--- src/rtl/locked_reg_access_arbiter.sv ---
// Purpose : Round-robin write arbiter in front of one lockable configuration
//           register. Each winning write is checked against the sticky lock,
//           scan_mode and debug_unlocked, and answered with ack/denied.
// Ports   : Clk, resetn (async active-low)
//           req[NUM_REQ]        per-requester level write request
//           wr_data[NUM_REQ*DW] flattened write data, slice i = [i*DW +: DW]
//           lock_req            sets the sticky lock
//           scan_mode           blocks grants and writes
//           debug_unlocked      permits writes while locked (not in scan)
//           gnt, ack, denied    one-hot grant, completion pulse, reject flag
//           Data_out            protected register contents
//           lock_status         sticky lock state
// Option  : define LOCK_VIOLATION_LOG_EN to add viol_count / viol_id outputs.
module locked_reg_access_arbiter #(
    parameter int unsigned    NUM_REQ   = 4,
    parameter int unsigned    DW        = 16,
    parameter logic [DW-1:0]  RESET_VAL = '0
) (
    input  logic                      Clk,
    input  logic                      resetn,
    input  logic [NUM_REQ-1:0]        req,
    input  logic [NUM_REQ*DW-1:0]     wr_data,
    input  logic                      lock_req,
    input  logic                      scan_mode,
    input  logic                      debug_unlocked,
`ifdef LOCK_VIOLATION_LOG_EN
    output logic [7:0]                viol_count,
    output logic [$clog2(NUM_REQ)-1:0] viol_id,
`endif
    output logic [NUM_REQ-1:0]        gnt,
    output logic                      ack,
    output logic                      denied,
    output logic [DW-1:0]             Data_out,
    output logic                      lock_status
);

    localparam int unsigned   IDW    = $clog2(NUM_REQ);
    localparam logic [IDW:0]  NREQ_W = (IDW+1)'(NUM_REQ);
    localparam logic [IDW-1:0] LAST_ID = IDW'(NUM_REQ - 1);

    typedef enum logic [1:0] {IDLE, GRANT, COMMIT, RESP} state_t;

    state_t              r_state;
    logic [IDW-1:0]      r_ptr;
    logic [IDW-1:0]      r_win;
    logic [NUM_REQ-1:0]  r_gnt;
    logic                r_ack;
    logic                r_denied;
    logic [DW-1:0]       r_buf;
    logic [DW-1:0]       r_data;
    logic                r_lock;

    logic                w_found;
    logic [IDW-1:0]      w_pick;
    logic [DW-1:0]       w_wdata;
    logic                w_allow;

    // Offset from the round-robin pointer, wrapped modulo NUM_REQ.
    function automatic logic [IDW-1:0] wrap_idx(input logic [IDW-1:0] base,
                                                input int unsigned    off);
        logic [IDW:0] s;
        s = {1'b0, base} + (IDW+1)'(off);
        if (s >= NREQ_W) s = s - NREQ_W;
        return s[IDW-1:0];
    endfunction

    // First requesting index at or above the pointer.
    always_comb begin
        w_found = 1'b0;
        w_pick  = '0;
        for (int unsigned k = 0; k < NUM_REQ; k++) begin
            if (!w_found && req[wrap_idx(r_ptr, k)]) begin
                w_found = 1'b1;
                w_pick  = wrap_idx(r_ptr, k);
            end
        end
    end

    // Winner's write data slice.
    always_comb begin
        w_wdata = '0;
        for (int unsigned i = 0; i < NUM_REQ; i++) begin
            if (r_win == IDW'(i)) w_wdata = wr_data[i*DW +: DW];
        end
    end

    // A lock_req on the commit edge already counts as locked.
    assign w_allow = ~scan_mode & (~(r_lock | lock_req) | debug_unlocked);

`ifdef LOCK_VIOLATION_LOG_EN
    logic [7:0]     r_viol_cnt;
    logic [IDW-1:0] r_viol_id;

    // Denied-commit logger, saturating.
    always_ff @(posedge Clk or negedge resetn) begin
        if (!resetn) begin
            r_viol_cnt <= 8'd0;
            r_viol_id  <= '0;
        end else if (r_state == COMMIT && !w_allow) begin
            if (r_viol_cnt != 8'hFF) r_viol_cnt <= r_viol_cnt + 8'd1;
            r_viol_id <= r_win;
        end
    end

    assign viol_count = r_viol_cnt;
    assign viol_id    = r_viol_id;
`endif

    // Transaction FSM with registered outputs; sticky lock runs alongside.
    always_ff @(posedge Clk or negedge resetn) begin
        if (!resetn) begin
            r_state  <= IDLE;
            r_ptr    <= '0;
            r_win    <= '0;
            r_gnt    <= '0;
            r_ack    <= 1'b0;
            r_denied <= 1'b0;
            r_buf    <= '0;
            r_data   <= RESET_VAL;
            r_lock   <= 1'b0;
        end else begin
            if (lock_req) r_lock <= 1'b1;
            case (r_state)
                IDLE: begin
                    if (w_found && !scan_mode) begin
                        r_gnt   <= NUM_REQ'(1) << w_pick;
                        r_win   <= w_pick;
                        r_state <= GRANT;
                    end else begin
                        r_gnt <= '0;
                    end
                end
                GRANT: begin
                    r_buf   <= w_wdata;
                    r_state <= COMMIT;
                end
                COMMIT: begin
                    if (w_allow) r_data <= r_buf;
                    r_ack    <= 1'b1;
                    r_denied <= ~w_allow;
                    r_state  <= RESP;
                end
                RESP: begin
                    r_ack    <= 1'b0;
                    r_denied <= 1'b0;
                    r_gnt    <= '0;
                    r_ptr    <= (r_win == LAST_ID) ? '0 : r_win + IDW'(1);
                    r_state  <= IDLE;
                end
                default: r_state <= IDLE;
            endcase
        end
    end

    assign gnt         = r_gnt;
    assign ack         = r_ack;
    assign denied      = r_denied;
    assign Data_out    = r_data;
    assign lock_status = r_lock;

endmodule
--- config.mk ---
export PLATFORM = sky130hd
export DESIGN_NAME = locked_reg_access_arbiter
export DESIGN_NICKNAME = d
export VERILOG_FILES = /design/src/rtl/locked_reg_access_arbiter.sv
export SDC_FILE = /design/constraint.sdc
export NUM_CORES = 1
export LEC_CHECK = 0
export ABC_AREA = 1
export CAP_MARGIN = 10
export CELL_PAD_IN_SITES_DETAIL_PLACEMENT = 1
export CELL_PAD_IN_SITES_GLOBAL_PLACEMENT = 2
export CORE_ASPECT_RATIO = 0.75
export CORE_UTILIZATION = 24
export DETAILED_ROUTE_END_ITERATION = 8
export PLACE_DENSITY_LB_ADDON = 0.2
export SYNTH_ARGS = -nofsm -noshare
export SYNTH_HDL_FRONTEND = slang
export SYNTH_SLANG_ARGS = --single-unit
--- constraint.sdc ---
create_clock -name Clk -period 2.1 [get_ports Clk]
set_input_delay 0.42 -clock Clk [delete_from_list [all_inputs] [get_ports Clk]]
set_output_delay 0.42 -clock Clk [all_outputs]
set_load 0.05 [all_outputs]
==> qor.yml <==
synthesis:
  syn-num-nets: 408
  synth_top_family_by_area: "simple AND/OR/NAND/NOR gates"
  yosysWarnings: 0
  synth_mux_area_frac: 0
  synth_area_leaders: "dfrtp_1 44%, nand2_1 14%, a22oi_1 8.8%"
  synthXorXnorAreaFrac: 0
  synth.avg_cell_area_sq_um: 7.82
  ys_ff_latch: 45
  yosysSeqAreaShare: 0.442
  synthCells: 326
  yosysUniqueCellTypes: 25
  synth_top_area_cell: "dfrtp_1"
  syn_area_sq_um: 2550
  yosys.area_share.adder: 0.0442
  synth_compound_area_frac: 0.207
  synth-simple-area-share: 0.224
  synth_top_area_share: 0.442
sta:
  fmax_mhz: 527
  hold_viol_final: 0
  finalCriticalPeriod_ns: 1.90
  rsz0062_at_grt: "false"
  fin_skew_ns: 0.00407
  fin_crit_sh: 0.903
  slew_headroom: 0.659
  final_max_slew_viol_count: 0
  tightest_slew_ns: 0.511
  setup_tns_ns: 0
  setup_viol: 0
power:
  p_leak_nw: 1.75
  ir_drop_mv: 0.376
  fin_total_pwr_w: 0.00568
  powerDensity_nw_per_um2: 1500
worst_setup_path:
  crit_path_max_incr_delay_ns: 0.41
  arrival_ns: 2.10
  cpLargestDelayFamily: "compound AO/OA/AOI/OAI gates"
  reg2reg_depth: 7
  worstReg2RegStart: "r_win[1]$_DFFE_PN0P_"
  reg2reg_slack_ns: 0.20
  cp_common_cell: "a22oi_1"
  cp_slowest_cell: "dfrtp_1"
  criticalPathCategory: "flip-flop to flip-flop"
  cp_cell_sequence: "inv_1, ha_1, nor2_4, a22oi_1, o21ai_0, nand2_1, a22oi_1"
  r2r-end: "r_buf[1]$_DFFE_PN0N_"
  crit_required_ns: 2.31
  path_buf_inv: 1
  cp-end-kind: "flip-flop"
  startpoint_type: "flip-flop"
  cp_max_fo: 16
final_layout:
  final_nets: 501
  final_common_cell: "nand2_1"
  drive_gt1_frac: 0.0833
  fillers: 1233
  ff_latch_area_sq_um: 1130
  syn_to_final_growth_pct: 48.6
  diodes: 0
  final_cell_mix: "95 x nand2_1, 94 x clkdlybuf4s50_1, 45 x dfrtp_1"
  multiInputGateArea_sq_um: 1210
global_route:
  grt_start_max_net_pins: 34
  grt_pass1_vias: 2430
  grt_first_pass_wirelength_mm: 12.7
  overflow: 0
  antenna_found_initial: 0
  grt_usage: 0.149
route:
  drc_errors: 0
  wire_per_inst_um: 13.8
  drt_wl_total_mm: 7.67
  drt-initial-drc-count: 79
  firstDrtPassIters: 4
  vias_per_cell: 4.31
  drtAntennaViolNets: 0
  vias: 2396
clocking:
  clock-sinks: 45
  holdBufCountCts: 0
  cts_resized: 0
  cts_root_buf: "clkbuf_16"
  clk_pin_slew_ns: 0.07
  cts_tree: "done"
  cts_buffers: 5
  cts_setup_buffers: 0
  htree_levels: 2
  clk_latency_ns: 0.29
  clk_path_buf_depth: 2
placement:
  gp_congestion: 0.708
  port-buffer-count: 95
  dp_hpwl_mm: 6.09
floorplanning:
  num_rows: 32
  core_area_sq_um: 10300
  initial_utilization: 0.248
  ioPinCount: 96
  die_height_um: 91.2
  die_w_um: 121
  die-area_sq_um: 11000
run:
  cap_violations: 0
outcome:
  status: "finished, final reports clean"
hold_path:
  min_path_type: "primary input to async pin"
final cells by class:
| class | count | area share |
|---|---|---|
| multi-input cells | 230 | 0.320 |
| well taps | 136 | 0.0449 |
| inverters | 35 | 0.0347 |
| clock buffers | 5 | 0.0330 |
| flip-flops and latches | 45 | 0.297 |
| clock inverters | 3 | 0.00661 |
| repair buffers | 102 | 0.264 |
power by group:
group	leakage (nW)	internal, W	switching [W]	total, W
clock network	0.0708	0.000450	0.000355	0.000804
registers	0.548	0.00127	0.000205	0.00147
logic	1.13	0.00118	0.00222	0.00340
registers in the layout, summed over array words and instances (netlist names):
name,flops
gnt,4
denied,1
r_buf,16
r_win,2
ack,1
r_state,2
lock_status,1
r_ptr,2
Data_out,16
cells by family (layout without fill, tap and decap cells):
| family | Yosys count | in the layout |
|---|---|---|
| and+or+nand+nor | 133 | 133 |
| buffers and inverters | 51 | 145 |
| adders and majority gates | 9 | 9 |
| AOI/OAI and AO/OA | 88 | 88 |
| DFF | 45 | 45 |
synthesized netlist by cell type:
| library cell | number |
|---|---|
| o22ai_1 | 2 |
| nand3_1 | 12 |
| inv_1 | 32 |
| a21oi_1 | 14 |
| nand3_2 | 2 |
| nand2_2 | 8 |
| dfrtp_1 | 45 |
| clkbuf_1 | 9 |
| a22oi_1 | 30 |
| nor2_4 | 2 |
| a31oi_1 | 1 |
| ha_1 | 9 |
| o21ai_0 | 36 |
| buf_1 | 2 |
| o21ai_2 | 2 |
| nor3b_1 | 1 |
| buf_2 | 2 |
| buf_6 | 2 |
| buf_4 | 1 |
| or2_2 | 1 |
| nor2_1 | 11 |
| nor2_2 | 1 |
| o21ai_1 | 3 |
| nand2_1 | 95 |
| inv_2 | 3 |
metal layers:
layer	global-route usage	vias to the layer above	wire, um
li1	-	1258	-
met1	0.231	1070	4230
met2	0.199	64	2910
met3	0.0308	4	442
met4	0.0473	0	84
met5	0	-	0
worst register-to-register path, delay by kind of cell, from the launching register on:
family | cells | cell delay, ns
buffers and inverters | 1 | 0.09
adder cells (fa/ha/maj) | 1 | 0.23
AO/OA/AOI/OAI | 3 | 0.63
AND/OR/NAND/NOR | 2 | 0.44
flip-flops | 1 | 0.41
per-stage QoR:
stage | util | hold slack [ns] | instance area (sq um) | setup WS (ns) | cells
3_5_place_dp | 0.353 | 0.394 | 3640 | 0.0878 | 548
5_1_grt | 0.368 | 0.0928 | 3790 | 0.0360 | 556
6_report | 0.368 | 0.0665 | 3790 | 0.203 | 556
4_1_cts | 0.368 | 0.0801 | 3790 | 0.206 | 556
3_3_place_gp | 0.353 | 0.382 | 3640 | 0.161 | 548
2_1_floorplan | - | 0.124 | 2550 | 0.540 | 326
how the worst max path moves through the flow:
stage	start	end	slack, ns	cells after the start
2_1_floorplan	lock_status$_DFFE_PN0P_	Data_out[2]$_DFFE_PN0P_	0.54	6
3_3_place_gp	req[2]	gnt[1]$_DFFE_PN0P_	0.16	12
3_5_place_dp	req[2]	r_win[1]$_DFFE_PN0P_	0.09	10
4_1_cts	denied$_DFFE_PN0P_	denied	0.21	1
5_1_grt	r_win[1]$_DFFE_PN0P_	r_buf[2]$_DFFE_PN0N_	0.04	7
6_report	r_win[1]$_DFFE_PN0P_	r_buf[1]$_DFFE_PN0N_	0.20	7
Power figures use the tool's default switching activity.
